## src/rtl/hamming_encode_arbiter_pkg.sv

```systemverilog
// Shared types and width helpers for the Hamming encoder arbiter slice.
package hamming_encode_arbiter_pkg;

    typedef enum logic [1:0] {
        IDLE  = 2'd0,
        RUN   = 2'd1,
        DRAIN = 2'd2
    } arb_state_e;

    // Requester ID width; a single requester still gets one bit.
    function automatic int unsigned id_width(input int unsigned num_req);
        return (num_req > 1) ? $clog2(num_req) : 1;
    endfunction

    // Smallest r with 2^r >= k + r + 1 (single-error-correcting Hamming).
    function automatic int unsigned calc_code_bits(input int unsigned data_width);
        int unsigned r;
        r = 1;
        while ((32'd1 << r) < (data_width + r + 1)) r++;
        return r;
    endfunction

    function automatic int unsigned calc_coded_width(input int unsigned data_width);
        return data_width + calc_code_bits(data_width);
    endfunction

endpackage

```

## src/rtl/hamming_encode_arbiter_rsp_fifo.sv

```systemverilog
// Synchronous response FIFO; read data comes straight from storage flops.
module hamming_rsp_fifo #(
    parameter int unsigned WIDTH = 8,
    parameter int unsigned DEPTH = 4
) (
    input  logic             clk_i,
    input  logic             rst_n_i,
    input  logic             wr_en,
    input  logic [WIDTH-1:0] wr_data,
    input  logic             rd_en,
    output logic [WIDTH-1:0] rd_data,
    output logic             full,
    output logic             empty
);

    localparam int unsigned PTR_W = (DEPTH > 1) ? $clog2(DEPTH) : 1;
    localparam int unsigned CNT_W = $clog2(DEPTH + 1);

    logic [WIDTH-1:0] mem [DEPTH];
    logic [PTR_W-1:0] wr_ptr;
    logic [PTR_W-1:0] rd_ptr;
    logic [CNT_W-1:0] count;
    logic             wr_fire;
    logic             rd_fire;

    assign wr_fire = wr_en && !full;
    assign rd_fire = rd_en && !empty;
    assign full    = (count == CNT_W'(DEPTH));
    assign empty   = (count == '0);
    assign rd_data = mem[rd_ptr];

    // Storage, wrapping pointers and occupancy count.
    always_ff @(posedge clk_i or negedge rst_n_i) begin
        if (!rst_n_i) begin
            for (int unsigned i = 0; i < DEPTH; i++) mem[i] <= '0;
            wr_ptr <= '0;
            rd_ptr <= '0;
            count  <= '0;
        end else begin
            if (wr_fire) begin
                mem[wr_ptr] <= wr_data;
                wr_ptr      <= (wr_ptr == PTR_W'(DEPTH - 1)) ? '0 : wr_ptr + 1'b1;
            end
            if (rd_fire) begin
                rd_ptr <= (rd_ptr == PTR_W'(DEPTH - 1)) ? '0 : rd_ptr + 1'b1;
            end
            unique case ({wr_fire, rd_fire})
                2'b10:   count <= count + 1'b1;
                2'b01:   count <= count - 1'b1;
                default: count <= count;
            endcase
        end
    end

endmodule

```

## src/rtl/hamming_encode_arbiter.sv

```systemverilog
// Round-robin sharing of one fixed-latency Hamming encoder among NUM_REQ
// requesters, with ID tagging and an in-order response FIFO.
module hamming_encode_arbiter
    import hamming_encode_arbiter_pkg::*;
#(
    parameter int unsigned NUM_REQ     = 4,
    parameter int unsigned DATA_WIDTH  = 32,
    parameter int unsigned ENC_LATENCY = 1,
    parameter int unsigned RSP_DEPTH   = 4
) (
    input  logic                                     clk_i,
    input  logic                                     rst_n_i,
    input  logic                                     enable_i,
    input  logic [NUM_REQ-1:0]                       req_valid_i,
    input  logic [NUM_REQ-1:0][DATA_WIDTH-1:0]       req_data_i,
    output logic [NUM_REQ-1:0]                       req_ready_o,
    output logic [DATA_WIDTH-1:0]                    enc_data_o,
    output logic                                     enc_valid_o,
    input  logic [calc_coded_width(DATA_WIDTH)-1:0]  enc_data_i,
    input  logic [calc_code_bits(DATA_WIDTH)-1:0]    enc_parity_i,
    input  logic                                     enc_valid_i,
    output logic                                     rsp_valid_o,
    input  logic                                     rsp_ready_i,
    output logic [id_width(NUM_REQ)-1:0]             rsp_id_o,
    output logic [calc_coded_width(DATA_WIDTH)-1:0]  rsp_data_o,
    output logic [calc_code_bits(DATA_WIDTH)-1:0]    rsp_parity_o,
    output logic                                     idle_o,
    output logic                                     err_o
);

    localparam int unsigned IW     = id_width(NUM_REQ);
    localparam int unsigned CW     = calc_coded_width(DATA_WIDTH);
    localparam int unsigned CB     = calc_code_bits(DATA_WIDTH);
    localparam int unsigned CR_W   = $clog2(RSP_DEPTH + 1);
    localparam int unsigned FIFO_W = IW + CW + CB;

    arb_state_e              state_q;
    arb_state_e              state_d;
    logic [IW-1:0]           ptr_q;
    logic [CR_W-1:0]         credit_q;
    logic [CR_W-1:0]         credit_d;
    logic [IW-1:0]           issue_id;
    logic [ENC_LATENCY-1:0]  tag_v;
    logic [IW-1:0]           tag_id [ENC_LATENCY];

    logic                    grant_ok;
    logic                    grant_found;
    logic [IW-1:0]           grant_id;
    logic                    hi_found;
    logic [IW-1:0]           hi_id;
    logic                    lo_found;
    logic [IW-1:0]           lo_id;
    logic                    pop;

    logic                    fifo_full;
    logic                    fifo_empty;
    logic [FIFO_W-1:0]       fifo_rd_data;
    logic                    pipe_valid;

    assign pipe_valid  = tag_v[ENC_LATENCY-1];
    assign rsp_valid_o = !fifo_empty;
    assign pop         = rsp_valid_o && rsp_ready_i;
    assign {rsp_id_o, rsp_data_o, rsp_parity_o} = fifo_rd_data;

    // Round-robin pick: lowest valid index at/after the pointer, else lowest overall.
    always_comb begin
        hi_found    = 1'b0;
        hi_id       = '0;
        lo_found    = 1'b0;
        lo_id       = '0;
        req_ready_o = '0;
        for (int unsigned i = NUM_REQ; i > 0; i--) begin
            if (req_valid_i[i-1]) begin
                lo_found = 1'b1;
                lo_id    = IW'(i - 1);
                if (IW'(i - 1) >= ptr_q) begin
                    hi_found = 1'b1;
                    hi_id    = IW'(i - 1);
                end
            end
        end
        grant_ok    = (state_q == RUN) && enable_i &&
                      (credit_q < CR_W'(RSP_DEPTH)) && !fifo_full;
        grant_found = grant_ok && lo_found;
        grant_id    = hi_found ? hi_id : lo_id;
        if (grant_found) req_ready_o[grant_id] = 1'b1;
    end

    // Outstanding-word credit after this cycle's grant and pop.
    always_comb begin
        credit_d = credit_q;
        if (grant_found && !pop)      credit_d = credit_q + 1'b1;
        else if (!grant_found && pop) credit_d = credit_q - 1'b1;
    end

    // Next state; the drain check uses the post-update credit so IDLE is
    // reached the cycle after the last pop.
    always_comb begin
        state_d = state_q;
        unique case (state_q)
            IDLE:    if (enable_i) state_d = RUN;
            RUN:     if (!enable_i) state_d = (credit_d != '0) ? DRAIN : IDLE;
            DRAIN: begin
                if (enable_i)             state_d = RUN;
                else if (credit_d == '0)  state_d = IDLE;
            end
            default: state_d = IDLE;
        endcase
    end

    // State, credit, idle flag (held low in reset) and sticky error.
    always_ff @(posedge clk_i or negedge rst_n_i) begin
        if (!rst_n_i) begin
            state_q  <= IDLE;
            credit_q <= '0;
            idle_o   <= 1'b0;
            err_o    <= 1'b0;
        end else begin
            state_q  <= state_d;
            credit_q <= credit_d;
            idle_o   <= (state_d == IDLE);
            if (enc_valid_i != pipe_valid) err_o <= 1'b1;
        end
    end

    // Registered issue to the encoder and round-robin pointer advance.
    always_ff @(posedge clk_i or negedge rst_n_i) begin
        if (!rst_n_i) begin
            enc_valid_o <= 1'b0;
            enc_data_o  <= '0;
            issue_id    <= '0;
            ptr_q       <= '0;
        end else begin
            enc_valid_o <= grant_found;
            if (grant_found) begin
                enc_data_o <= req_data_i[grant_id];
                issue_id   <= grant_id;
                ptr_q      <= (grant_id == IW'(NUM_REQ - 1)) ? '0 : grant_id + 1'b1;
            end
        end
    end

    // Tag pipe matching the encoder latency.
    always_ff @(posedge clk_i or negedge rst_n_i) begin
        if (!rst_n_i) begin
            tag_v <= '0;
            for (int unsigned i = 0; i < ENC_LATENCY; i++) tag_id[i] <= '0;
        end else begin
            tag_v[0]  <= enc_valid_o;
            tag_id[0] <= issue_id;
            for (int unsigned i = 1; i < ENC_LATENCY; i++) begin
                tag_v[i]  <= tag_v[i-1];
                tag_id[i] <= tag_id[i-1];
            end
        end
    end

    hamming_rsp_fifo #(
        .WIDTH (FIFO_W),
        .DEPTH (RSP_DEPTH)
    ) u_rsp_fifo (
        .clk_i   (clk_i),
        .rst_n_i (rst_n_i),
        .wr_en   (pipe_valid),
        .wr_data ({tag_id[ENC_LATENCY-1], enc_data_i, enc_parity_i}),
        .rd_en   (rsp_ready_i),
        .rd_data (fifo_rd_data),
        .full    (fifo_full),
        .empty   (fifo_empty)
    );

endmodule

```

## config.mk

```make
export PLATFORM = sky130hd
export DESIGN_NAME = hamming_encode_arbiter
export DESIGN_NICKNAME = d
export VERILOG_FILES = /design/src/rtl/hamming_encode_arbiter_pkg.sv /design/src/rtl/hamming_encode_arbiter_rsp_fifo.sv /design/src/rtl/hamming_encode_arbiter.sv
export SDC_FILE = /design/constraint.sdc
export NUM_CORES = 1
export LEC_CHECK = 0
export CORE_ASPECT_RATIO = 0.6
export CORE_MARGIN = 3
export CORE_UTILIZATION = 45
export DETAILED_ROUTE_END_ITERATION = 7
export GPL_TIMING_DRIVEN = 0
export PLACE_DENSITY = 0.73
export RECOVER_POWER = 25
export REMOVE_ABC_BUFFERS = 1
export SLEW_MARGIN = 20
export SYNTH_ARGS = -nofsm -noshare
export SYNTH_HDL_FRONTEND = slang
export SYNTH_SLANG_ARGS = --single-unit
```

## constraint.sdc

```tcl
create_clock -name clk_i -period 4.6 [get_ports clk_i]
set_clock_uncertainty 0.05 [all_clocks]
set_input_delay 0.92 -clock clk_i [delete_from_list [all_inputs] [get_ports clk_i]]
set_output_delay 0.92 -clock clk_i [all_outputs]
set_load 0.1 [all_outputs]
```

; Word-level counts from Yosys, hierarchy flattened
; Cells that the tools add are included.
[totals]
latch_bits = 0
word_cells = 113
memories = 0
ff_bits = 238
mem_bits_rw = 0
output_inout_bits = 86
mem_bits_ro = 0
inputBits = 181
[classes]
n_div = 0
mul = 0
add_sub_neg = 7
n_shift = 0
eq_ne = 9
magnitude_cmp = 10
bitwise = 2
reduce_logical = 20
mux = 48
[ops]
columns = cell, n
row1 = 184-bit bitwise mux, 1
row2 = 46-bit 2-to-1 mux, 3
row3 = 46-bit binary-select mux with 2-bit select, 1
row4 = 46-bit demux with 2-bit select, 1
row5 = 32-bit binary-select mux with 2-bit select, 1
row6 = 2-bit 2-to-1 mux, 21
row7 = 32-bit 2-to-1 mux, 1
row8 = 1-bit 2-to-1 mux, 13
row9 = "2-bit equality test, second input constant", 5
row10 = 1-bit logical AND, 10
row11 = "2-bit by 1-bit adder with 2-bit output, second input constant", 3
row12 = "3-bit by 1-bit adder with 3-bit output, second input constant", 2
row13 = "3-bit >= comparator, second input constant", 2
row14 = 3-bit zero test, 2
row15 = 3-bit 2-to-1 mux, 2
row16 = 2-bit inverter with 3-bit output, 2
row17 = 2-bit one-hot mux with 3 select lines, 1
row18 = 3-bit one-hot mux with 2 select lines, 1
row19 = "3-bit by 1-bit subtractor with 3-bit output, second input constant", 2
row20 = "2-bit by 1-bit equality test with 1-bit output, second input constant", 2
row21 = "1-bit by 2-bit >= comparator with 1-bit output, first input constant", 2
row22 = "2-bit >= comparator, first input constant", 2
row23 = 1-bit zero test, 4
row24 = 2-bit zero test, 2
row25 = other kinds (10), 10

; Depth between registers and ports, before layout
; Gate-level depths: netlist of run 1.
[depth]
word_depth = 15
ltp_mapped = 10
mapped_depth_nobuf = 9

; Cells and area by module
; Synthesis of run 1 repeated with hierarchy kept, for this count alone.
[hier_totals]
cells_unflattened = 825
area_unflattened_um2 = 11612.4
[modules_own_cells]
columns = module, area_per_inst_um2, seq_area_each_um2, cells_each, instances
row1 = hamming_rsp_fifo, 8423.1, 4779.6, 483, 1
row2 = hamming_encode_arbiter, 3189.3, 1176.1, 342, 1

; Worst setup path after synthesis of run 1
; No wires, ideal clock.
[synth_timing]
path_type = input to output
start = in req_valid_i[2]
end = out req_ready_o[3]
path_stages = 7
arrival_time_ns = 2.653
t_required_ns = 3.630
setup_slack_ns = 0.977
path_buffers = 2
cell_sequence = a21boi_0 -> a2bb2oi_2 -> and2_2 -> buf_6 -> buf_6 -> ha_1 -> and2_1
[synth_via]
elab_chain_cells = 11
elab_cells_between_ends = 24
classes_between = 2 x order compare / 20 x mux / 2 x reduce/logical
[synth_lines]
columns = element, line
row1 = "start, declared", hamming_encode_arbiter.sv:14  ; input logic [NUM_REQ-1:0] req_valid_i,
row2 = 2-bit 2-to-1 mux or 1-bit 2-to-1 mux (tied branches), hamming_encode_arbiter.sv:73  ; if (req_valid_i[i-1]) begin
row3 = 2-bit 2-to-1 mux or 1-bit 2-to-1 mux (tied branches), hamming_encode_arbiter.sv:76  ; if (IW'(i - 1) >= ptr_q) begin
row4 = 2-bit 2-to-1 mux or 1-bit 2-to-1 mux (tied branches), hamming_encode_arbiter.sv:73
row5 = 2-bit 2-to-1 mux or 1-bit 2-to-1 mux (tied branches), hamming_encode_arbiter.sv:76
row6 = 2-bit 2-to-1 mux or 1-bit 2-to-1 mux (tied branches), hamming_encode_arbiter.sv:73
row7 = 2-bit 2-to-1 mux *, hamming_encode_arbiter.sv:85  ; grant_id = hi_found ? hi_id : lo_id;
row8 = via grant_id[1], hamming_encode_arbiter.sv:48  ; logic [IW-1:0] grant_id;
row9 = 2-bit by 3-bit less-than comparator with 1-bit output (implied by the code) or 2-bit by 1-bit >= comparator with 1-bit output (tied branches), hamming_encode_arbiter.sv:86  ; if (grant_found) req_ready_o[grant_id] = 1'b1;
row10 = 1-bit logical AND (implied by the code), hamming_encode_arbiter.sv:86
row11 = 1-bit 2-to-1 mux (implied by the code), hamming_encode_arbiter.sv:86
row12 = 1-bit demux with 2-bit select *, hamming_encode_arbiter.sv:86
row13 = 4-bit 2-to-1 mux *, hamming_encode_arbiter.sv:86
row14 = "end, declared", hamming_encode_arbiter.sv:16  ; output logic [NUM_REQ-1:0] req_ready_o,
; The timed path passes the listed nets; every way through them passes the cells marked *.

; Worst setup path after layout of run 1
[layout_timing]
start = in req_valid_i[3]
end = out req_ready_o[2]
[layout_via]
elab_chain_cells = 13
elab_cells_between_ends = 30
classes_between = 2 x order compare / 26 x mux / 2 x reduce/logical
[layout_lines]
columns = element, line
row1 = 2-bit 2-to-1 mux or 1-bit 2-to-1 mux (tied branches), hamming_encode_arbiter.sv:73
row2 = 2-bit 2-to-1 mux or 1-bit 2-to-1 mux (tied branches), hamming_encode_arbiter.sv:76
row3 = 2-bit 2-to-1 mux or 1-bit 2-to-1 mux (tied branches), hamming_encode_arbiter.sv:73
row4 = 2-bit 2-to-1 mux or 1-bit 2-to-1 mux (tied branches), hamming_encode_arbiter.sv:76
row5 = 2-bit 2-to-1 mux or 1-bit 2-to-1 mux (tied branches), hamming_encode_arbiter.sv:73
row6 = 2-bit 2-to-1 mux or 1-bit 2-to-1 mux (tied branches), hamming_encode_arbiter.sv:76
row7 = 2-bit 2-to-1 mux or 1-bit 2-to-1 mux (tied branches), hamming_encode_arbiter.sv:73
row8 = 2-bit 2-to-1 mux, hamming_encode_arbiter.sv:85
row9 = 2-bit by 3-bit less-than comparator with 1-bit output (implied by the code) or 2-bit by 1-bit >= comparator with 1-bit output (tied branches), hamming_encode_arbiter.sv:86
row10 = 1-bit logical AND (implied by the code), hamming_encode_arbiter.sv:86
row11 = 1-bit 2-to-1 mux (implied by the code), hamming_encode_arbiter.sv:86
row12 = 1-bit demux with 2-bit select, hamming_encode_arbiter.sv:86
row13 = 4-bit 2-to-1 mux *, hamming_encode_arbiter.sv:86
; Mark *: on every way between the ends. The rest lies on a longest branch, timed or not.

==> results of run 1 <==
stage by stage:
step	worst slack, ns	util	hold slack [ns]	cells
finish	0.147	0.608	0.322	1340
global placement	-7.77	0.574	0.312	1295
floorplan	0.0791	-	0.304	707
detailed placement	-0.200	0.581	0.313	1301
CTS	0.0851	0.609	0.327	1340
global route	0.0241	0.608	0.334	1340
worst max-delay path: stages:
cell	delay (ns)
clkdlybuf4s50_1	0.57
and3b_1	0.20
o21ai_1	0.19
and2_4	0.42
ha_1	0.21
and2_1	0.12
clkdlybuf4s15_1	0.83
placed cells by master (no fill, tap or decap), drive strengths merged, types with 2 or more instances in the layout:
cell           Yosys  routed
xor2               3       3
nand3              4       4
mux2i             65      65
xnor2              5       5
nand2             51      51
mux2             185     185
dlygate4sd2        0       2
nor2               6       6
o21ai              6       6
inv               16      16
a311oi             2       2
or4                2       2
dfrtp            238     238
a21o               2       2
clkbuf             6      38
ha                12      12
and2               6       6
or3                2       2
mux4              47      47
o221ai            31      31
a21oi              3       3
buf               40       5
clkdlybuf4s50      0     260
clkinv             0       3
kinds of logic (layout without fill, tap and decap cells):
| logic type | after synthesis | in the layout | share of synthesized area |
|---|---|---|---|
| fa+ha+maj | 13 | 13 | 0.0149 |
| flops | 238 | 238 | 0.523 |
| mux | 297 | 297 | 0.333 |
| buf+inv | 62 | 327 | 0.0402 |
| compound gates | 55 | 55 | 0.0436 |
| xor+xnor | 8 | 8 | 0.00615 |
| simple gates | 80 | 80 | 0.0388 |
repair_timing:
item                                   in CTS  in global routing
endpoints found under the hold margin       0                  0
gates resized for setup                     4                  3
hold buffers                                0                  0
setup endpoints to repair                   4                  2
buffers inserted                            0                  0
layer usage:
metal | GRT usage | share of wire
met1 | 0.274 | 0.46
met2 | 0.327 | 0.47
met3 | 0.0452 | 0.052
met4 | 0.0307 | 0.014
met5 | 0 | 0.00075
sequential cells by signal, summed over array words and instances (netlist names), 2 cells and up:
signal             count
credit_q               3
u_rsp_fifo.mem       184
u_rsp_fifo.rd_ptr      2
u_rsp_fifo.wr_ptr      2
ptr_q                  2
tag_id                 2
issue_id               2
enc_data_o            32
u_rsp_fifo.count       3
state_q                2
layout make-up:
class	instances	share of cell area
timing repair buffer	272	0.187
inverter	16	0.00403
sequential	238	0.400
tap	322	0.0270
multi-input combinational	453	0.334
clock inverter	4	0.00151
clock buffer	35	0.0457
how the worst min path moves through the flow:
stage / endpoint / slack, ns
finish: tag_id[1]$_DFF_PN0_ / 0.32
floorplan: tag_id[0]$_DFF_PN0_ / 0.30
global route: tag_id[1]$_DFF_PN0_ / 0.33
global placement: tag_id[0]$_DFF_PN0_ / 0.31
detailed placement: tag_id[0]$_DFF_PN0_ / 0.31
CTS: tag_id[0]$_DFF_PN0_ / 0.33
==> run metrics, run 1 <==
DRC 0; WL/cell 20.0 um; synthesized area per cell 15.1 um^2; Multi-input gate area 4980 um^2; detailed placement HPWL 18100 um; Synth Cell Area 11400 um^2; H-Tree Depth 1; NumNets Final 1198; FF-to-FF setup slack 1.96 ns; Post-synth EDFFs 0; sequential fraction of the synthesis area 0.523; Worst setup EP type output pin; Tcrit/Tclk final 0.968; most common cell in the netlist dfrtp_1; die area 27300 um^2; top cells by count, synth dfrtp_1, mux2_2, mux2i_1, mux4_2, nand2_1; initial core utilization 0.465; Root Driver clkbuf_16; Global Route Usage Sum 0.197; Starting DRT DRC Count 330; status finished, violations left; core footprint 24500 um^2; R2R depth 6; Yosys reg bits 238; global-route wire length before repair 42900 um; post-route cell area between 10000 and 15000 um^2; ant diodes 0; Required @ worst endpoint between 3 and 4 ns; Final min period 4.45 ns; CTS sink count 238; initial antenna violation count 1; I/O Pins around 270; Synth area leaders dfrtp_1, mux2_2, mux4_2; vias in the first global route between 7000 and 8000; Layout fillers 1893; worst r2r src u_rsp_fifo.count[0]$_DFFE_PN0P_; fraction of final layout cells sized beyond drive strength 1 0.282; ys flop type dfrtp_1; worst hold start issue_id[1]$_DFFE_PN0P_; Worst Setup Path Type in -> out; TNS Setup 0 ns; Slew Viols, Final 146; Yosys top cell area share 0.523; Routed Wire Length 26800 um; clock-pin slew on the worst setup and hold paths 0.06 ns; number of vias per cell 5.39; CTS max path bufs 3; worst skew pair latency 0.50 ns; remaining global-route overflow 0; total CTS buffers 23; Max Clk Rate about 0.22 GHz; # rows 44; Reg2Reg Capture Point enc_data_o[23]$_DFFE_PN0P_; Die H 129 um; worst min path class reg -> reg; Synth cell types 55; WP data arrival 3.48 ns; RSZ-0062 raised after global routing false; detailed-route via count 7222; Synth async-reset ratio 1.00; Synth area leader dfrtp_1; PortBufs 266; Final GP Congestion approximately 0.8; Area after DPL 14200 um^2; CTS tree built; synth warn 0; DIE WIDTH 211 um; Mapped Cells 753; WHS Path Cells 0; worst setup path end req_ready_o[2]; Register Area 5960 um^2; crit path launch type input port; Worst Setup SP req_valid_i[3]; slew margin rel. -0.297; largest net degree at the start of global routing 96; Area growth syn-to-layout 30.8%; failing checks capacitance limit, slew limit; Worst Path Max Fanout 22; # setup viols final 0; maxcap violations 2; Slew @ Worst Pin 1.95 ns; Final ANT Viol Nets 0; Fin. Hold Viols 0; Detailed Routing Iterations Pass 1 4
Power of run 1 is not shown: default switching activity piles up to over one toggle a cycle in this logic, so the estimate is an artifact.
==> run 2: changes to the inputs <==
==> constraint.sdc (replaced) <==
create_clock -name clk_i -period 4.6 [get_ports clk_i]
set_clock_uncertainty 0.05 [all_clocks]
set_input_delay 0.69 -clock clk_i [delete_from_list [all_inputs] [get_ports clk_i]]
set_output_delay 0.69 -clock clk_i [all_outputs]
set_load 0.1 [all_outputs]
==> run 2 against run 1 <==
Net effect: utilization grew 0.15 points; design area grew 0.25%; the flow still finishes with violations (capacitance limit, slew limit); global-route usage hardly changed; sequential share of layout area fell by 0.10 points; cell count stayed put; highest routed layer unchanged; sequential cell count unchanged.
==> run metrics, run 2 (synthesis results as in run 1) <==
status finished, violations left; failing checks capacitance limit, slew limit; max FFs per register 184 (unchanged); WP data arrival 3.58 ns (+0.10 ns); CTS tree built; H-Tree Depth 1 (unchanged); slew margin rel. -1.36 (-1.06); Layout fillers 1887 (-0.32%); Tcrit/Tclk final 0.940 (-0.0280); Final ANT Viol Nets 0 (unchanged); Top Registers u_rsp_fifo.mem x184, enc_data_o x32; global-route wire length before repair 42900 um (about the same); post-CTS sizing 0 (-4); Largest Register u_rsp_fifo.mem; NumNets Final 1198 (unchanged); fraction of final layout cells sized beyond drive strength 1 0.280 (-0.00196); CP peak stage delay 1.15 ns (+0.32 ns); # rows 44 (unchanged); # hold bufs at CTS 0 (unchanged); R2R depth 9 (+3); metal3 WL 1380 um (about the same); PortBufs 266 (unchanged); Setup Fix Bufs, Post-CTS 0 (unchanged); worst slack at placement 0.260 ns (+0.460 ns); Worst Setup Path Type in -> out; clock-pin slew on the worst setup and hold paths 0.06 ns (about the same); Critical-path top delay cell clkdlybuf4s50_1; Global Route Usage Sum 0.197 (about the same); most frequent cells in the layout clkdlybuf4s50_1, dfrtp_1, mux2_2; initial core utilization 0.465 (unchanged); largest net degree at the start of global routing 96 (unchanged); vias in the first global route 7746 (+0.065%); Starting DRT DRC Count 334 (+1.2%); Slew Viols, Final 75 (-49%); Root Driver clkbuf_16; DRC 0 (unchanged); die area 27300 um^2 (unchanged); Detailed Routing Iterations Pass 1 4 (unchanged); commonest non-fill, non-tap cell in the layout clkdlybuf4s50_1; Final GP Congestion 0.792 (unchanged); Final min period 4.32 ns (-0.129 ns); # setup viols final 0 (unchanged); worst min path class reg -> reg; met2 wire length 12600 um (about the same); Worst setup EP type output pin; RSZ-0062 raised after global routing false; number of vias per cell 5.37 (-0.36%); WL/cell 20.0 um (-0.12%); Max Clk Rate 0.231 GHz (+3.0%); Slew @ Worst Pin 3.54 ns (+1.59 ns); CTS sink count 238 (unchanged); detailed placement HPWL 18100 um (unchanged); I/O Pins 267 (unchanged); initial antenna violation count 1 (unchanged); worst skew pair latency 0.50 ns (about the same); Worst path depth 7 (unchanged); total CTS buffers 23 (unchanged); Die H 129 um (unchanged); core footprint 24500 um^2 (unchanged); Routed Wire Length 26700 um (-0.12%); crit path cell chain clkdlybuf4s50_1 > and3b_1 > o21ai_1 > and2_4 > ha_1 > and2_1 > clkdlybuf4s50_1; DIE WIDTH 211 um (unchanged); kind of cell adding the most delay to the critical path buffers and inverters; Fin. Hold Viols 0 (unchanged); top layer in use met5; CP most frequent cell clkdlybuf4s50_1; Core Util, Final 0.610 (+0.00153); WHS Path Cells 0 (unchanged); maxcap violations 1 (-1); Worst Path Max Fanout 22 (unchanged); detailed-route via count 7196 (-0.36%); Buf/Inv on CP 2 (unchanged); Area growth syn-to-layout 31.2%; remaining global-route overflow 0 (unchanged); setup slack after layout 0.276 ns (+0.129 ns); crit path launch type input port; CTS max path bufs 3 (unchanged); Met1 Wirelength 12400 um (-0.34%); Required @ worst endpoint 3.86 ns (+0.23 ns); ant diodes 0 (unchanged)
run 2: cell type report:
cell class                 count  area [um^2]  share of cell area
inverter                      16         60.1             0.00402
clock buffer                  35          681              0.0456
timing repair buffer         272         2820               0.189
clock inverter                 4         22.5             0.00151
tap                          322          403              0.0270
multi-input combinational    453         4980               0.334
sequential                   238         5960               0.399
run 2: layer usage:
layer / vias to the layer above / track usage
li1: 3311 / -
met1: 3703 / 0.275
met2: 149 / 0.327
met3: 31 / 0.0452
met4: 2 / 0.0307
met5: - / 0
run 2: final timing paths:
check / start / endpoint / slack, ns
setup reg to reg: u_rsp_fifo.count[0]$_DFFE_PN0P_ / u_rsp_fifo.count[2]$_DFFE_PN0P_ / 1.97
setup / recovery: req_valid_i[3] / req_ready_o[3] / 0.28
hold reg to reg: issue_id[1]$_DFFE_PN0P_ / tag_id[1]$_DFF_PN0_ / 0.32
min in group asynchronous: rst_n_i / u_rsp_fifo.mem[62]$_DFFE_PN0P_ / 1.46
max in group asynchronous: rst_n_i / u_rsp_fifo.mem[139]$_DFFE_PN0P_ / 1.02
hold / removal: issue_id[1]$_DFFE_PN0P_ / tag_id[1]$_DFF_PN0_ / 0.32
run 2: metrics by stage:
| step | cell area (um^2) | hold slack [ns] | instances | setup TNS (ns) |
|---|---|---|---|---|
| floorplan | 11000 | 0.304 | 707 | 0 |
| global placement | 14100 | 0.312 | 1295 | -1839.53 |
| detailed placement | 14200 | 0.313 | 1301 | 0 |
| CTS | 14900 | 0.122 | 1340 | 0 |
| global route | 14900 | 0.334 | 1340 | 0 |
| finish | 14900 | 0.322 | 1340 | 0 |
run 2: worst register-to-register path, stage by stage, from the launching register on:
cell and delay [ns]:
dfrtp_1 0.45, or3b_1 0.42, and2_1 0.45, inv_1 0.16
ha_1 0.19, inv_1 0.06, fa_1 0.38, xor2_1 0.15
nor2_1 0.11, xor2_1 0.14
Power of run 2 is left out for the same reason.
